**config.mk**
```make
export PLATFORM = sky130hd
export DESIGN_NAME = dualport_ram_param_flat
export DESIGN_NICKNAME = d
export VERILOG_FILES = /design/src/rtl/dualport_ram_param_if.sv /design/src/rtl/dualport_ram_param.sv /design/src/flat_wrapper.sv
export SDC_FILE = /design/constraint.sdc
export NUM_CORES = 2
export LEC_CHECK = 0
export CAP_MARGIN = 20
export CORE_MARGIN = 5
export CORE_UTILIZATION = 35
export DETAILED_ROUTE_END_ITERATION = 10
export GPL_TIMING_DRIVEN = 0
export REMOVE_ABC_BUFFERS = 1
export SLEW_MARGIN = 0
export SYNTH_ARGS = -nofsm -noshare
export SYNTH_HDL_FRONTEND = slang
export SYNTH_SLANG_ARGS = --single-unit
```
**constraint.sdc**
```tcl
create_clock -name clk -period 4.1 [get_ports clk]
set_input_delay 1.23 -clock clk [delete_from_list [all_inputs] [get_ports clk]]
set_output_delay 1.23 -clock clk [all_outputs]
set_load 0.005 [all_outputs]
```
**src/rtl/dualport_ram_param_if.sv**
```systemverilog
// One RAM access port: request (en/rw/address/data_in) and registered response (data_out/valid).
interface dualport_ram_param_if #(
  parameter int DATA_W = 8,
  parameter int ADDR_W = 8
);
  logic              en;
  logic              rw;
  logic [ADDR_W-1:0] address;
  logic [DATA_W-1:0] data_in;
  logic [DATA_W-1:0] data_out;
  logic              valid;

  modport master (output en, rw, address, data_in, input  data_out, valid);
  modport slave  (input  en, rw, address, data_in, output data_out, valid);
endinterface

```
**src/rtl/dualport_ram_param.sv**
```systemverilog
// True dual-port synchronous RAM, port A wins write collisions, RDW_MODE selects old/new read data.
// Define DPRAM_OUTREG_EN for an extra output register stage (latency 2).
module dualport_ram_param #(
  parameter int DATA_W   = 8,
  parameter int ADDR_W   = 8,
  parameter int RDW_MODE = 0
) (
  input  logic                  clk,
  input  logic                  rst_n,
  dualport_ram_param_if.slave   port_a,
  dualport_ram_param_if.slave   port_b,
  output logic                  collision
);
  localparam int DEPTH = 1 << ADDR_W;
  localparam int NP    = 2;
`ifdef DPRAM_OUTREG_EN
  localparam int STAGES = 2;
`else
  localparam int STAGES = 1;
`endif

  typedef struct packed {
    logic              en;
    logic              rw;
    logic [ADDR_W-1:0] addr;
    logic [DATA_W-1:0] din;
  } req_t;

  req_t [NP-1:0]             req;
  logic [NP-1:0]             acc;
  logic [NP-1:0]             wr;
  logic [NP-1:0][DATA_W-1:0] dout;
  logic [NP-1:0]             vout;
  logic                      coll;
  logic [STAGES:0]           col_pipe;

  logic [DATA_W-1:0] mem [DEPTH];

  assign req[0] = {port_a.en, port_a.rw, port_a.address, port_a.data_in};
  assign req[1] = {port_b.en, port_b.rw, port_b.address, port_b.data_in};

  // Nothing is accepted while reset is held, including array writes.
  for (genvar p = 0; p < NP; p++) begin : g_acc
    assign acc[p] = rst_n & req[p].en;
    assign wr[p]  = acc[p] & req[p].rw;
  end

  assign coll = wr[0] & wr[1] & (req[0].addr == req[1].addr);

  // Array is never reset; port B's write is dropped when it collides with A.
  always_ff @(posedge clk) begin
    if (wr[1] && !coll) mem[req[1].addr] <= req[1].din;
    if (wr[0])          mem[req[0].addr] <= req[0].din;
  end

  for (genvar p = 0; p < NP; p++) begin : g_port
    logic [STAGES:0]   vld_pipe;
    logic [DATA_W-1:0] dpipe [STAGES:1];
    logic [DATA_W-1:0] byp;

    // New-data mode forwards the stored write value; A is checked first so collisions return A's data.
    always_comb begin
      byp = mem[req[p].addr];
      if (RDW_MODE != 0) begin
        if (wr[0] && (req[0].addr == req[p].addr))      byp = req[0].din;
        else if (wr[1] && (req[1].addr == req[p].addr)) byp = req[1].din;
      end
    end

    assign vld_pipe[0] = acc[p];

    always_ff @(posedge clk or negedge rst_n) begin
      if (!rst_n) begin
        for (int k = 1; k <= STAGES; k++) begin
          vld_pipe[k] <= 1'b0;
          dpipe[k]    <= '0;
        end
      end else begin
        vld_pipe[1] <= vld_pipe[0];
        if (vld_pipe[0]) dpipe[1] <= byp;
        for (int k = 2; k <= STAGES; k++) begin
          vld_pipe[k] <= vld_pipe[k-1];
          if (vld_pipe[k-1]) dpipe[k] <= dpipe[k-1];
        end
      end
    end

    assign dout[p] = dpipe[STAGES];
    assign vout[p] = vld_pipe[STAGES];
  end

  assign col_pipe[0] = coll;

  always_ff @(posedge clk or negedge rst_n) begin
    if (!rst_n) begin
      col_pipe[STAGES:1] <= '0;
    end else begin
      for (int k = 1; k <= STAGES; k++) col_pipe[k] <= col_pipe[k-1];
    end
  end

  assign collision       = col_pipe[STAGES];
  assign port_a.data_out = dout[0];
  assign port_a.valid    = vout[0];
  assign port_b.data_out = dout[1];
  assign port_b.valid    = vout[1];
endmodule
```
**src/flat_wrapper.sv**
```systemverilog
// flat-port wrapper written by rule: the top's interface ports become plain ports
module dualport_ram_param_flat 
#(
  parameter int DATA_W   = 8,
  parameter int ADDR_W   = 8,
  parameter int RDW_MODE = 0
)
  (clk, rst_n, collision, port_a_en, port_a_rw, port_a_address, port_a_data_in, port_a_data_out, port_a_valid, port_b_en, port_b_rw, port_b_address, port_b_data_in, port_b_data_out, port_b_valid);
  dualport_ram_param_if #(.DATA_W(DATA_W), .ADDR_W(ADDR_W)) port_a_i ();
  dualport_ram_param_if #(.DATA_W(DATA_W), .ADDR_W(ADDR_W)) port_b_i ();
  input  logic clk;
  input  logic rst_n;
  output logic collision;
  input wire logic [$bits(port_a_i.en)-1:0] port_a_en;
  input wire logic [$bits(port_a_i.rw)-1:0] port_a_rw;
  input wire logic [$bits(port_a_i.address)-1:0] port_a_address;
  input wire logic [$bits(port_a_i.data_in)-1:0] port_a_data_in;
  output wire logic [$bits(port_a_i.data_out)-1:0] port_a_data_out;
  output wire logic [$bits(port_a_i.valid)-1:0] port_a_valid;
  input wire logic [$bits(port_b_i.en)-1:0] port_b_en;
  input wire logic [$bits(port_b_i.rw)-1:0] port_b_rw;
  input wire logic [$bits(port_b_i.address)-1:0] port_b_address;
  input wire logic [$bits(port_b_i.data_in)-1:0] port_b_data_in;
  output wire logic [$bits(port_b_i.data_out)-1:0] port_b_data_out;
  output wire logic [$bits(port_b_i.valid)-1:0] port_b_valid;
  assign port_a_i.en = port_a_en;
  assign port_a_i.rw = port_a_rw;
  assign port_a_i.address = port_a_address;
  assign port_a_i.data_in = port_a_data_in;
  assign port_a_data_out = port_a_i.data_out;
  assign port_a_valid = port_a_i.valid;
  assign port_b_i.en = port_b_en;
  assign port_b_i.rw = port_b_rw;
  assign port_b_i.address = port_b_address;
  assign port_b_i.data_in = port_b_data_in;
  assign port_b_data_out = port_b_i.data_out;
  assign port_b_valid = port_b_i.valid;
  dualport_ram_param #(.DATA_W(DATA_W), .ADDR_W(ADDR_W), .RDW_MODE(RDW_MODE)) u_core (.clk(clk), .rst_n(rst_n), .port_a(port_a_i), .port_b(port_b_i), .collision(collision));
endmodule
```
==> key figures <==
Yosys
  – Ranking of synthesized cells by area: edfxtp_1 (50%), mux2_2 (19%), mux4_2 (19%)
  – Synth unique cells: 73
  – Synthesized cell area: 0.124 mm^2
  – Post-Synthesis Cells: 7838
  – Part of the Yosys area used for sequential elements: 0.501
  – Post-synth EDFFs: 2048
  – Asr flop ratio synth: 0.00919
  – Synth Register Bits: 2067
  – Cell taking the most area after synthesis: edfxtp_1
  – Yosys warnings: 0
  – Dominant synthesized flop cell: edfxtp_1
  – Post-synth top area share: 0.497
  – Avg Cell Area, Syn: 15.8 um^2

Die
  – Starting Density: 0.351
  – I/O pin cnt: 57
  – Die height: 604 um
  – Die X: 604 um
  – Row cnt: 218
  – Core Area: 0.352 mm^2
  – Die area: 0.365 mm^2

Detailed routing
  – DRC Markers: 0
  – Via count: 84300
  – WL/cell: 40.8 um
  – DR pass1 iterations: 9
  – Detailed router's first-iteration violation count: 13400
  – Routed Antenna Nets: 0
  – Final WL: 509000 um
  – Via-to-Cell Ratio: 6.76

Worst setup path
  – CP endpoint: u_core.mem[55][5]
  – Critical path's most frequent cell: buf_16
  – Register-to-register setup slack: 0.83 ns
  – R2R depth: 7
  – Startpoint types: input pin
  – Largest delay share family, worst path: simple AND/OR/NAND/NOR gates
  – CP Cell Sequence: buf_2 > buf_16 > and2_1 > buf_16 > nand2_1 > nor2_1 > mux2_2
  – WP buf/inv: 3
  – Critical Path End Type: flop
  – Worst-path maximum fanout: 20
  – Critical Path AT: 5.25 ns
  – CP Launch Point: port_a_address[4]
  – Worst reg2reg startpoint: u_core.mem[179][6]
  – Reg-to-reg endpoint: u_core.port_b.data_out[6]
  – Slowest stage delay, CP: 1.01 ns
  – Critical path class: in2reg
  – CP Depth: 7
  – CP max stage cell: nor2_1
  – CP required: 4.77 ns

GRT
  – Largest net degree at the start of global routing: 129
  – First-pass GRT wire length: 678000 um
  – Global-route usage over all layers: 0.262
  – Initial antenna violation count: 21
  – Vias in the first global route: 81200
  – Overflow after GRT: 0

Finish
  – Commonest non-fill, non-tap cell in the layout: mux2_2
  – Fin cells: 12500
  – Finished Core Util: 0.404
  – Area growth syn-to-layout: 15.1%
  – Final net count: 7588
  – Commonest cells after routing, fill and taps aside: mux2_2 (2093), edfxtp_1 (2048), mux4_2 (1038), clkbuf_16 (260), mux2i_1 (227)
  – Layout cells sized above 1: 0.562
  – Fill count: 31600

Timing
  – Rel. slew slack: 0.0689
  – Worst hold margin: 0.240 ns
  – Minimum clock period: 4.58 ns
  – Setup_tns: -73.78 ns
  – Slew @ Worst Pin: 1.39 ns
  – Post-route setup slack: -0.480 ns
  – Final setup vio count: 643
  – Crit share post-route: 1.12
  – Layout Skew: 0.0576 ns
  – Peak Freq: 0.218 GHz
  – RSZ-0062 raised after global routing: yes
  – Final Hold Vio Count: 0
  – Max-slew violations: 0

Clock tree
  – Htree depth: 4
  – CTS tree: done
  – Clock-pin transition on the worst setup and hold timing paths: 0.06 ns
  – CTS root buf: clkbuf_16
  – Worst skew pair latency: 0.93 ns
  – Clk sinks: 2067
  – TritonCTS buffer count: 231
  – Hold-fix buffers, CTS: 0
  – Clock buffer depth: 4

Pwr
  – Cell leakage power: 0.0440 uW
  – Power Dens Cells: 353 mW/mm^2
  – Peak VDD IR: 0.000320 V
  – Final Power: 50200 uW

Placed design
  – Port Buf Inserts: 56
  – RePlAce Congestion: 0.902
  – Placed cell count: 11900
  – Post-DP HPWL: 313000 um

Run status
  – Failing checks: setup timing
  – Status: finished with violations

Hold path
  – Worst Hold Class: in2async

Run
  – Max Cap Viol: 0
## metrics by stage
stage / instance area [um^2] / setup WS (ns)
after floorplan: 120000 / -0.784
after global placement: 126000 / -54.43
after detailed placement: 130000 / -3.23
after CTS: 140000 / -0.387
after global routing: 142000 / -0.318
final: 142000 / -0.480
## flip-flops by register name, summed over array words and instances, names as in the netlist
register and flops:
u_core.collision 1, u_core.port_a.valid 1, u_core.port_a.data_out 8, u_core.port_b.data_out 8, u_core.mem 2048, u_core.port_b.valid 1
## worst reg2reg max path: stages (launching register included)
cell,delay [ns]
edfxtp_1,0.39
mux4_2,0.52
mux2i_1,0.48
or3_1,0.18
o21ai_0,0.17
a311oi_1,0.52
o21ai_1,0.45
o32a_1,0.46
## cells by family after synthesis
logic type / synth area share
buffers and inverters: 0.0322
muxes: 0.399
xor gates and xnor gates: 0.000567
AOI/OAI and AO/OA: 0.0408
DFF: 0.501
and+or+nand+nor: 0.0266
## area by class of cell
| type | count | area [um^2] | area share |
|---|---|---|---|
| Antenna cell | 19 | 47.5 | 0.000334 |
| Inverter | 9 | 65.1 | 0.000457 |
| Multi-Input combinational cell | 4841 | 60500 | 0.425 |
| Clock inverter | 127 | 967 | 0.00680 |
| Timing Repair Buffer | 400 | 6730 | 0.0473 |
| Sequential cell | 2067 | 62000 | 0.436 |
| Tap cell | 4730 | 5920 | 0.0416 |
| Clock buffer | 285 | 6090 | 0.0428 |
## routing by layer
metal / GRT usage / up-vias / wire, um
met3: 0.0751 / 1490 / 62700
met5: 0.00340 / - / 200
met1: 0.333 / 44500 / 181000
met4: 0.161 / 8 / 39300
li1: - / 31700 / -
met2: 0.397 / 6587 / 226000
## worst min path at each step
stage | start | endpoint | slack [ns] | cells after the start
after floorplan | u_core.port_b.data_out[7] | u_core.port_b.data_out[7] | 0.49 | 1
after global placement | u_core.port_b.data_out[1] | u_core.port_b.data_out[1] | 0.69 | 2
after detailed placement | u_core.port_b.data_out[1] | u_core.port_b.data_out[1] | 0.70 | 2
after CTS | rst_n | u_core.port_a.data_out[7] | 0.22 | 2
after global routing | rst_n | u_core.port_a.data_out[7] | 0.25 | 2
final | rst_n | u_core.port_a.data_out[7] | 0.24 | 2
## report_power, final
| group | internal [uW] | switching (uW) | leakage [uW] | total, uW |
|---|---|---|---|---|
| logic | 2580 | 3880 | 0.0219 | 6460 |
| registers | 23300 | 117 | 0.0186 | 23400 |
| clock network | 11300 | 9030 | 0.00346 | 20400 |
## cells in the mapped netlist, types with 4 or more instances
| master | instances |
|---|---|
| nand2_1 | 264 |
| o22ai_1 | 214 |
| mux2i_1 | 229 |
| o32ai_1 | 4 |
| a32oi_1 | 6 |
| buf_1 | 42 |
| nor2b_1 | 37 |
| nand3_1 | 57 |
| a22o_1 | 19 |
| a211oi_1 | 34 |
| nand3b_1 | 5 |
| buf_2 | 192 |
| edfxtp_1 | 2048 |
| mux4_2 | 1038 |
| a2111oi_0 | 10 |
| buf_6 | 13 |
| nor4_1 | 9 |
| nor3_1 | 25 |
| nand2b_1 | 16 |
| o21ai_0 | 150 |
| xnor2_1 | 7 |
| o211ai_1 | 24 |
| a221oi_1 | 16 |
| and3_1 | 11 |
| clkbuf_1 | 637 |
| a21oi_1 | 79 |
| buf_4 | 36 |
| o221ai_1 | 10 |
| mux2_2 | 2093 |
| inv_1 | 6 |
| and2_1 | 16 |
| or3_1 | 4 |
| a31oi_1 | 16 |
| nand4_1 | 7 |
| a211o_1 | 5 |
| a22oi_1 | 142 |
| o31ai_1 | 4 |
| dfrtp_1 | 19 |
| o32a_1 | 6 |
| nor2_1 | 174 |
| nor2_2 | 63 |
## what timing repair did
| action | CTS | global route |
|---|---|---|
| setup endpoints to repair | 4112 | 2354 |
| setup buffers | 33 | 43 |
| cloned | 18 | 25 |
| gates resized for setup | 363 | 222 |
| pin swaps | 12 | 9 |
Power figures use the tool's default switching activity.
